--- src/rtl/note_player.sv ---
// Programmable square-wave tone generator: semitone table plus octave shift,
// plays one note for dur_ms milliseconds followed by a fixed silent gap.
module note_player #(
  parameter int WIDTH    = 28,
  parameter int TICK_DIV = 50000,
  parameter int GAP_MS   = 10,
  parameter int DUR_W    = 12
) (
  input  logic             clock_in,
  input  logic             reset,
  input  logic             start,
  input  logic [3:0]       note,
  input  logic [2:0]       octave,
  input  logic [DUR_W-1:0] dur_ms,
  output logic             clock_out,
  output logic             busy,
  output logic             done
);

  localparam logic [1:0] IDLE = 2'd0;
  localparam logic [1:0] PLAY = 2'd1;
  localparam logic [1:0] GAP  = 2'd2;

  localparam int TICK_W = (TICK_DIV > 1) ? $clog2(TICK_DIV) : 1;
  localparam int GAP_W  = (GAP_MS > 1) ? $clog2(GAP_MS) : 1;
  localparam int MS_W   = (DUR_W > GAP_W) ? DUR_W : GAP_W;

  localparam logic [TICK_W-1:0] TICK_LAST = TICK_W'(TICK_DIV - 1);
  localparam logic [MS_W-1:0]   GAP_LAST  = MS_W'(GAP_MS - 1);

  function automatic logic [WIDTH-1:0] base_period(input logic [3:0] n);
    case (n)
      4'd0:    base_period = WIDTH'(95532);
      4'd1:    base_period = WIDTH'(90171);
      4'd2:    base_period = WIDTH'(85110);
      4'd3:    base_period = WIDTH'(80334);
      4'd4:    base_period = WIDTH'(75826);
      4'd5:    base_period = WIDTH'(71571);
      4'd6:    base_period = WIDTH'(67554);
      4'd7:    base_period = WIDTH'(63763);
      4'd8:    base_period = WIDTH'(60184);
      4'd9:    base_period = WIDTH'(56806);
      4'd10:   base_period = WIDTH'(53619);
      4'd11:   base_period = WIDTH'(50609);
      default: base_period = '0;
    endcase
  endfunction

  logic [1:0]        r_state;
  logic [WIDTH-1:0]  r_period;
  logic [WIDTH-1:0]  r_per_cnt;
  logic              r_rest;
  logic [DUR_W-1:0]  r_dur;
  logic [TICK_W-1:0] r_tick;
  logic [MS_W-1:0]   r_ms;

  logic [WIDTH-1:0]  w_start_period;
  logic [WIDTH-1:0]  w_per_next;
  logic [WIDTH-1:0]  w_half;
  logic [MS_W-1:0]   w_dur_last;
  logic              w_tick_wrap;

  assign w_start_period = base_period(note) >> octave;
  assign w_per_next     = (r_per_cnt == r_period - 1'b1) ? '0 : r_per_cnt + 1'b1;
  assign w_half         = r_period >> 1;
  assign w_dur_last     = MS_W'(r_dur) - MS_W'(1);
  assign w_tick_wrap    = (r_tick == TICK_LAST);

  // clock_out is registered from the *next* period count so the output edge
  // lines up with the counter value it represents.
  always_ff @(posedge clock_in or posedge reset) begin
    if (reset) begin
      r_state   <= IDLE;
      r_period  <= '0;
      r_per_cnt <= '0;
      r_rest    <= 1'b0;
      r_dur     <= '0;
      r_tick    <= '0;
      r_ms      <= '0;
      clock_out <= 1'b0;
      busy      <= 1'b0;
      done      <= 1'b0;
    end else begin
      // NOTE: done defaults low every cycle; only the terminating branches raise it.
      done <= 1'b0;
      case (r_state)
        IDLE: begin
          clock_out <= 1'b0;
          busy      <= 1'b0;
          if (start) begin
            if (dur_ms == '0) begin
              done <= 1'b1;
            end else begin
              r_state   <= PLAY;
              busy      <= 1'b1;
              r_period  <= w_start_period;
              r_rest    <= (note >= 4'd12);
              r_dur     <= dur_ms;
              r_per_cnt <= '0;
              r_tick    <= '0;
              r_ms      <= '0;
              clock_out <= (note < 4'd12);
            end
          end
        end

        PLAY: begin
          r_per_cnt <= w_per_next;
          clock_out <= !r_rest && (w_per_next < w_half);
          if (w_tick_wrap) begin
            r_tick <= '0;
            if (r_ms == w_dur_last) begin
              r_ms      <= '0;
              clock_out <= 1'b0;
              if (GAP_MS == 0) begin
                r_state <= IDLE;
                busy    <= 1'b0;
                done    <= 1'b1;
              end else begin
                r_state <= GAP;
              end
            end else begin
              r_ms <= r_ms + 1'b1;
            end
          end else begin
            r_tick <= r_tick + 1'b1;
          end
        end

        GAP: begin
          clock_out <= 1'b0;
          if (w_tick_wrap) begin
            r_tick <= '0;
            if (r_ms == GAP_LAST) begin
              r_ms    <= '0;
              r_state <= IDLE;
              busy    <= 1'b0;
              done    <= 1'b1;
            end else begin
              r_ms <= r_ms + 1'b1;
            end
          end else begin
            r_tick <= r_tick + 1'b1;
          end
        end

        default: begin
          r_state   <= IDLE;
          clock_out <= 1'b0;
          busy      <= 1'b0;
        end
      endcase
    end
  end

endmodule

--- config.mk ---
export PLATFORM = sky130hd
export DESIGN_NAME = note_player
export DESIGN_NICKNAME = d
export VERILOG_FILES = /design/src/rtl/note_player.sv
export SDC_FILE = /design/constraint.sdc
export NUM_CORES = 1
export LEC_CHECK = 0
export ABC_CLOCK_PERIOD_IN_PS = 8430
export CAP_MARGIN = 20
export CORE_MARGIN = 5
export CORE_UTILIZATION = 45
export CTS_BUF_LIST = sky130_fd_sc_hd__clkbuf_4 sky130_fd_sc_hd__clkbuf_8
export CTS_CLUSTER_DIAMETER = 150
export DETAILED_ROUTE_END_ITERATION = 7
export PLACE_DENSITY = 0.6
export SKIP_CTS_REPAIR_TIMING = 1
export SYNTH_ARGS = -nofsm -noshare
export SYNTH_HDL_FRONTEND = slang
export SYNTH_SLANG_ARGS = --single-unit
--- constraint.sdc ---
create_clock -name clock_in -period 8.43 [get_ports clock_in]
set_clock_uncertainty 0.1 [all_clocks]
set_input_delay 1.686 -clock clock_in [delete_from_list [all_inputs] [get_ports clock_in]]
set_output_delay 1.686 -clock clock_in [all_outputs]
set_load 0.02 [all_outputs]
# Word-level counts from Yosys, hierarchy flattened
# Memories as Yosys holds them, arrays and structs flattened.
# Cells that the tools add are included.
op_classes:
  n_addsub: 5
  n_mul: 0
  n_div: 0
  magnitude_cmp: 3
  n_eq_ne: 12
  shifts: 1
  muxes: 37
  n_bitwise: 2
  n_reduce_logical: 14
ops:
  columns: ["operator", "count"]
  rows:
  - ["two-way mux 28 bit", 3]
  - ["two-way mux 12 bit", 6]
  - ["one-hot mux 28 bit (2 select lines)", 1]
  - ["two-way mux 16 bit", 3]
  - ["one-hot mux 12 bit (3 select lines)", 1]
  - ["one-hot mux 16 bit (2 select lines)", 1]
  - ["adder 28 x 1 -> 28 bit (second input constant)", 1]
  - ["== test 28 bit", 1]
  - ["less-than comparator 28 x 27 -> 1 bit", 1]
  - [">> shifter 28 x 3 -> 28 bit", 1]
  - ["subtractor 28 x 1 -> 28 bit (second input constant)", 1]
  - ["adder 16 x 1 -> 16 bit (second input constant)", 1]
  - ["== test 16 bit (second input constant)", 1]
  - ["adder 12 x 1 -> 12 bit (second input constant)", 1]
  - ["== test 12 bit", 1]
  - ["== test 12 x 4 -> 1 bit (second input constant)", 1]
  - ["logical NOT 12 bit", 1]
  - ["two-way mux 1 bit", 12]
  - ["two-way mux 2 bit", 6]
  - ["inequality test 2 bit (second input constant)", 6]
  - ["AND reduction 3 bit", 4]
  - ["subtractor 12 x 1 -> 12 bit (second input constant)", 1]
  - ["one-hot mux 2 bit (3 select lines)", 1]
  - ["AND reduction 6 bit", 1]
  - ["14 further kinds", 17]
word_totals:
  ff_bits: 102
  latchBits: 0
  ramBits: 0
  mem_bits_ro: 272
  input_bits: 22
  output_inout_bits: 3
  word_cells: 85
  memories: 1
mem_list:
  columns: ["memory", "words", "word_bits", "rd", "rd_clocked_by_memory_dff", "write_ports", "line", "source"]
  rows:
  - ["(name not given)", 16, 17, 1, 0, 0, "32", "case (n)"]

# Longest topological paths before layout
# Gate-level depths: netlist (run 1).
depth:
  depth_word: 8
  depth_mapped: 19
  ltp_nobuf: 18

# Worst setup path after synthesis (run 1)
# No wires, ideal clock.
synth_timing:
  path_type: "register to register"
  startpoint: "reg r_period[4]"
  endpoint: "reg clock_out"
  setup_ns: 0.122
  arrival_ns: 4.281
  required_ns: 8.208
  setup_slack_ns: 3.928
  stages_incl_launch_ff: 19
  path_buffers: 2
  period_less_slack_ns: 4.502
  cell_sequence: "dfrtp_1 > clkbuf_2 > or4_4 > or2_1 > o31a_1 > or2_0 > or4_4 > a2111oi_4 > buf_6 > nor2_1 > ha_1 > a21o_1 > a21o_1 > a21oi_1 > o211ai_1 > o211ai_1 > a31oi_1 > nand2_1 > a32o_1"
synth_between:
  elab_chain_cells: 8
synth_lines:
  columns: ["item", "line", "source"]
  rows:
  - ["start, declared", "50", "logic [WIDTH-1:0] r_period;"]
  - ["start signal, assigned", "96", "r_period <= w_start_period;"]
  - ["subtractor 28 x 1 -> 28 bit", "64", "assign w_per_next = (r_per_cnt == r_period - 1'b1) ? '0 : r_per_cnt + 1'b1;"]
  - ["== test 28 bit", "64", null]
  - ["two-way mux 28 bit", "64", null]
  - ["less-than comparator 28 x 27 -> 1 bit (*)", "109", "clock_out <= !r_rest && (w_per_next < w_half);"]
  - ["logical AND 1 bit (*)", "109", null]
  - ["two-way mux 1 bit", "112", "if (r_ms == w_dur_last) begin"]
  - ["two-way mux 1 bit (*)", "110", "if (w_tick_wrap) begin"]
  - ["one-hot mux 1 bit (2 select lines) (*)", "86", "case (r_state)"]
  - ["end signal, assigned", "102", "clock_out <= (note < 4'd12);"]
  - ["end signal, assigned", "109", null]
  - ["end, declared", "15", "output logic clock_out,"]
# Every way passes the cells marked *; elsewhere a longest branch is shown, timed or not.
# A chain may end at the register's enable or synchronous reset.

# Worst setup path after layout (run 1)
layout_timing:
  startpoint: "reg r_period[1]"
  endpoint: "reg clock_out"
# Same word-level chain as after synthesis.

==> results of run 1 <==
==> Yosys cell counts (4+ instances only) <==
master and number:
nand2b_1 9, clkbuf_1 47, nand2_1 116, a32o_1 15
a22oi_1 5, and2_1 9, inv_1 39, or3_1 10
o31ai_1 7, nor4_1 18, nor2_1 74, a31oi_1 19
a22o_1 6, or2_2 5, nand3_1 31, and3_1 6
xnor2_1 27, nor2b_1 14, nand4_1 25, mux2_2 6
nor3_1 23, o211ai_1 8, a21oi_1 42, buf_1 9
a21o_1 14, dfrtp_1 91, mux2i_1 17, ha_1 29
o21ai_0 47, a211oi_1 10, xor2_1 37, o22ai_1 12
and4_1 4
==> flip-flops by register name, summed over array words and instances, names as in the netlist <==
signal and cells:
r_period 17, r_per_cnt 28, done 1, r_state 2
r_ms 12, r_rest 1, busy 1, clock_out 1
r_dur 12, r_tick 16
==> layout make-up <==
type / count / area [um^2] / area share, %
Clock buffer: 10 / 131 / 1.70
Clock inverter: 6 / 96.3 / 1.24
Inverter: 40 / 151 / 1.95
Multi-Input combinational cell: 707 / 4510 / 58.3
Sequential cell: 91 / 2280 / 29.4
Tap cell: 216 / 270 / 3.49
Timing Repair Buffer: 32 / 308 / 3.97
==> layout by cell type (no fill, tap or decap), types with 15 or more instances in the layout <==
master and count:
nand2_1 116, dfrtp_1 91, nor2_1 74, o21ai_0 47
a21oi_1 42, inv_1 38, xor2_1 37, nand3_1 31
ha_1 29, xnor2_1 27, nand4_1 25, clkdlybuf4s50_1 24
nor3_1 23, nor4_1 18, a31oi_1 18, mux2i_1 17
a32o_1 15
==> stage by stage <==
step	std cells	total power, W	hold slack [ns]
after global placement	1082	0.000522	0.389
after floorplan	896	0.000498	0.347
final	1102	0.000866	0.423
after global routing	1102	0.000900	0.460
after detailed placement	1083	0.000523	0.412
after CTS	1099	0.000874	0.430
==> logic make-up after synthesis <==
kind of cell | synth area share [%]
buf+inv | 5.26
mux | 3.32
flops | 31.8
xor+xnor | 7.83
fa+ha+maj | 5.21
simple gates | 25.4
compound gates | 21.2
==> power by group <==
group | total (W) | internal (W) | switching [W]
clock | 0.000352 | 0.000174 | 0.000178
combinational | 0.0000775 | 0.0000302 | 0.0000473
sequential | 0.000436 | 0.000436 | 0
total | 0.000866 | 0.000640 | 0.000225
==> final timing paths <==
check	end	slack, ns	depth (start not counted)
max	clock_out$_DFF_PP0_	3.12	18
min	r_tick[2]$_DFFE_PP0P_	0.42	1
min reg2reg	r_tick[2]$_DFFE_PP0P_	0.42	1
max in group asynchronous	r_per_cnt[27]$_DFFE_PP0P_	5.52	3
max reg2reg	clock_out$_DFF_PP0_	3.12	18
min in group asynchronous	r_tick[15]$_DFFE_PP0P_	1.48	2
==> per-layer routing <==
| layer | vias to the layer above | GRT usage [%] | wire (um) |
|---|---|---|---|
| met5 | - | 0 | 0 |
| met4 | 0 | 7.39 | 478 |
| met3 | 34 | 2.89 | 787 |
| met2 | 167 | 34.6 | 9100 |
| met1 | 3163 | 28.5 | 8620 |
| li1 | 3214 | - | - |
==> impl_metrics.csv, run 1 <==
group,metric,value,unit
outcome,outcome,"finished, final reports clean",
placed_design,post_dp_cell_area,7490,um^2
power,power_leakage,3.26,nW
logic_synthesis,synth_top_flop_cell,"dfrtp_1",
timing,rsz0062_at_grt,"false",
setup_path,cp-startpoint,"r_period[1]$_DFFE_PP0P_",
grt,antenna_found_initial,0,
logic_synthesis,yosys_warnings,0,
timing,setup_ws,3.12,ns
route,post_drt_wl_per_cell,17.2,um
setup_path,criticalPathCategory,"reg2reg",
job,maxCapViolations,0,
grt,grt_pass1_wl,31.7,mm
clock_network,cts-htree-levels,3,
setup_path,cp-start-kind,"register",
setup_path,cp_max_fo,17,
timing,hold_viol_final,0,
setup_path,worstPathRequired,8.61,ns
setup_path,crit_chain,"inv_1 -> ha_1 -> nor3b_1 -> nand2_1 -> nor3_1 -> a21oi_1 -> or4_4 -> a2111oi_4 -> nor2_1 -> ha_1 -> a21o_1 -> a21o_1 -> a21oi_1 -> o211ai_1 -> o211ai_1 -> a31oi_1 -> nand2_1 -> a32o_1",
logic_synthesis,synth_top_area_cell,"dfrtp_1",
placed_design,place.gp.congestion,0.953,
logic_synthesis,synth_top_cell_area_share,31.8,%
clock_network,clock_latency,0.39,ns
clock_network,cts_buffer_depth,2,
timing,drv_slew,0,
route,via_per_inst,5.97,
logic_synthesis,synth_area,7160,um^2
setup_path,cp.buffers_inverters,1,
route,detail_route.iter0.violations,434,
setup_path,worstReg2RegStart,"r_period[1]$_DFFE_PP0P_",
grt,overflow,0,
logic_synthesis,synth_edf_count,0,
route,dr.pass1.iters,5,
floorplan,core_area,15800,um^2
setup_path,max_stage_delay,0.93,ns
floorplan,ios,25,
cells_and_area,final_util,49.1,%
setup_path,critPathTopFamily,"simple AND/OR/NAND/NOR gates",
grt,grt_usage,21.1,%
clock_network,cts_buffers,9,
logic_synthesis,syn-instance-count,896,
clock_network,clock_sinks,91,
floorplan,die_height,136,um
clock_network,clkTransAtPathRegs,0.10,ns
cells_and_area,layout-area-overhead-vs-synth,8.19,%
min_path,hp-start,"r_tick[2]$_DFFE_PP0P_",
setup_path,endpoint_kind,"register",
floorplan,floorplan.initialDensity,45.4,%
logic_synthesis,synth_cell_type_count,71,
route,drt-total-wl,19.0,mm
logic_synthesis,synth.net_count,947,
clock_network,cts_tree,"built",
floorplan,fp.dieW,136,um
timing,relSlewSlack,31.7,%
floorplan,die-area,18500,um^2
cells_and_area,nets,932,
setup_path,worstPathArrival,5.49,ns
timing,layout_min_cycle_time,5.31,ns
power,power_density,112,nW/um^2
grt,grt_max_degree,70,
logic_synthesis,synth_area_leaders,"dfrtp_1, nand2_1, ha_1",
cells_and_area,drive_above_1_share,4.97,%
placed_design,io_buffer_count,24,
route,final_antenna_net_count,0,
logic_synthesis,synthArstFlopShare,100,%
cells_and_area,final_area,7750,um^2
route,vias,6578,
clock_network,root_buffer,"clkbuf_8",
min_path,hold_path_class,"reg2reg",
power,peakVddDrop,0.104,mV
timing,finalSetupTns,0,ns
cells_and_area,nFillCells,1574,
timing,worstMarginPinSlew,1.02,ns
timing,setup_violations,0,
timing,fin_crit_sh,63.0,%
logic_synthesis,synth-seq-cells,91,
timing,fmax,0.188,GHz
route,drc_errors,0,
placed_design,dp_hpwl,14.2,mm
logic_synthesis,seq_area_frac_synth,31.8,%
cells_and_area,antenna_cells,0,
placed_design,dp_worst_setup_slack,3.27,ns
floorplan,rows,46,
setup_path,slowest_stage,"a2111oi_4",
grt,grt_pass1_vias,6314,
logic_synthesis,syn_area_per_cell,7.99,um^2
Note: power is estimated with default switching activity, not from simulation.
==> run 2, diff against run 1 <==
- ABC_CLOCK_PERIOD_IN_PS: 8430 -> 5500
- clock period: 8.43 -> 5.5 ns (I/O delays scaled with it)
==> impl_metrics.csv, run 2 (synthesized netlist as in run 1, its figures left out) <==
group,metric,value,unit
outcome,outcome,"finished, final reports clean",
cells_and_area,ff_latch_area,2280,um^2
clock_network,clkTransAtPathRegs,0.10,ns
setup_path,cp-start-kind,"register",
grt,grt_max_degree,50,
clock_network,cts-htree-levels,3,
cells_and_area,drive_above_1_share,4.97,%
timing,fin_crit_sh,88.0,%
timing,hold_viol_final,0,
route,drc_errors,0,
setup_path,worstPathRequired,5.73,ns
route,vias,6599,
power,internal_power,0.000888,W
cells_and_area,nFillCells,1615,
timing,worstMarginPinSlew,1.07,ns
placed_design,place.gp.congestion,0.894,
power,peakVddDrop,0.0977,mV
min_path,hold_path_class,"reg2reg",
route,wl_met2,9.08,mm
route,dr.pass1.iters,5,
clock_network,cts_buffer_depth,2,
timing,finalSetupTns,0,ns
cells_and_area,multi_input_area,4510,um^2
power,pwr-share-clk,35.7,%
cells_and_area,nets,932,
power,power_leakage,3.24,nW
route,post_drt_wl_per_cell,17.0,um
grt,overflow,0,
setup_path,criticalPathCategory,"reg2reg",
floorplan,floorplan.initialDensity,45.4,%
route,highest_layer,"met4",
floorplan,fp.dieW,136,um
setup_path,worstPathArrival,5.07,ns
route,drt-total-wl,18.7,mm
floorplan,die-area,18500,um^2
power,swShare,27.4,%
cells_and_area,layout-area-overhead-vs-synth,7.51,%
power,power_frac_comb,9.6,%
grt,grt_pass1_wl,31.6,mm
cells_and_area,antenna_cells,0,
floorplan,ios,25,
route,detail_route.iter0.violations,430,
clock_network,clock_sinks,91,
cells_and_area,final_cell_mix,"nand2_1, dfrtp_1, nor2_1",
timing,drv_slew,0,
placed_design,dp_hpwl,14.1,mm
timing,relSlewSlack,28.2,%
timing,layout_min_cycle_time,4.84,ns
clock_network,root_buffer,"clkbuf_8",
route,via_per_inst,5.99,
setup_path,endpoint_kind,"register",
route,final_antenna_net_count,0,
setup_path,cp_max_fo,7,
power,switching_power,0.000335,W
cells_and_area,layout_commonest_cell,"nand2_1",
power,finalPower,0.00122,W
timing,rsz0062_at_grt,"false",
setup_path,worstReg2RegStart,"r_period[1]$_DFFE_PP0P_",
route,met1_length,8.40,mm
grt,antenna_found_initial,0,
power,power_density,159,nW/um^2
min_path,hp-start,"r_rest$_DFFE_PP0P_",
clock_network,cts_tree,"built",
grt,grt_usage,21.1,%
clock_network,clock_latency,0.39,ns
power,p_seq_share,54.7,%
clock_network,cts_buffers,9,
cells_and_area,regMostFlops,"r_per_cnt",
job,maxCapViolations,0,
setup_path,cp-startpoint,"r_period[1]$_DFFE_PP0P_",
floorplan,core_area,15800,um^2
route,met3WireLength,751,um
grt,grt_pass1_vias,6293,
cells_and_area,largest_reg_flops,28,
floorplan,rows,46,
timing,fmax,0.206,GHz
timing,setup_violations,0,
floorplan,die_height,136,um
cells_and_area,reg.largest.list,"r_per_cnt: 28 flops, r_period: 17 flops, r_tick: 16 flops",
placed_design,io_buffer_count,24,
-- run 2: changes by cell type in the layout (fill, tap and decap cells not counted), sizes merged --
cell,delta
bufinv,-2
clkinvlp,+2
-- run 2: stage by stage --
stage / cells / util (%) / setup WS (ns) / hold WS [ns] / area (um^2)
5_1_grt: 1102 / 48.8 / 0.393 / 0.434 / 7700
2_1_floorplan: 896 / - / 0.998 / 0.347 / 7160
6_report: 1102 / 48.8 / 0.657 / 0.405 / 7700
4_1_cts: 1101 / 48.7 / 0.692 / 0.409 / 7680
3_3_place_gp: 1085 / 47.6 / 0.777 / 0.385 / 7500
3_5_place_dp: 1085 / 47.6 / 0.714 / 0.387 / 7500
-- run 2: worst max-delay path: stages, from the launching register on --
cell and delay [ns]:
dfrtp_1 0.43, or4_1 0.68, or2_1 0.34, o31a_1 0.27
or2_0 0.23, or4_4 0.52, a2111oi_4 0.57, nor2_1 0.15
ha_1 0.32, a21o_1 0.16, a21o_1 0.17, a21oi_1 0.18
o211ai_1 0.12, o211ai_1 0.14, nand4_1 0.12, nand2_1 0.13
a32o_1 0.16
-- run 2: per-layer routing --
layer	up-vias	GRT usage [%]
met5	-	0
met4	0	8.06
met3	37	2.74
met2	155	35.1
met1	3172	28.1
li1	3235	-
-- run 2: power by group through the flow --
stage / Combinational [W] / Clock (W) / Sequential (W)
floorplan: 0.0000814 / 0 / 0.000682
global placement: 0.000117 / 0 / 0.000682
detailed placement: 0.000119 / 0 / 0.000682
CTS: 0.000119 / 0.000450 / 0.000669
global route: 0.000134 / 0.000476 / 0.000669
finish: 0.000118 / 0.000437 / 0.000668
-- run 2: final timing paths --
check / end / slack, ns / depth (start not counted)
min reg2reg: r_rest$_DFFE_PP0P_ / 0.40 / 2
max in group asynchronous: r_tick[6]$_DFFE_PP0P_ / 3.14 / 3
max: clock_out$_DFF_PP0_ / 0.66 / 16
max reg2reg: clock_out$_DFF_PP0_ / 0.66 / 16
min in group asynchronous: r_ms[10]$_DFFE_PP0P_ / 1.09 / 2
min: r_rest$_DFFE_PP0P_ / 0.40 / 2
-- run 2: final cells by class --
cell class | count | share of cell area (%)
Multi-Input combinational cell | 707 | 58.6
Sequential cell | 91 | 29.6
Timing Repair Buffer | 32 | 4.00
Tap cell | 216 | 3.51
Inverter | 40 | 1.97
Clock buffer | 10 | 1.71
Clock inverter | 6 | 0.618
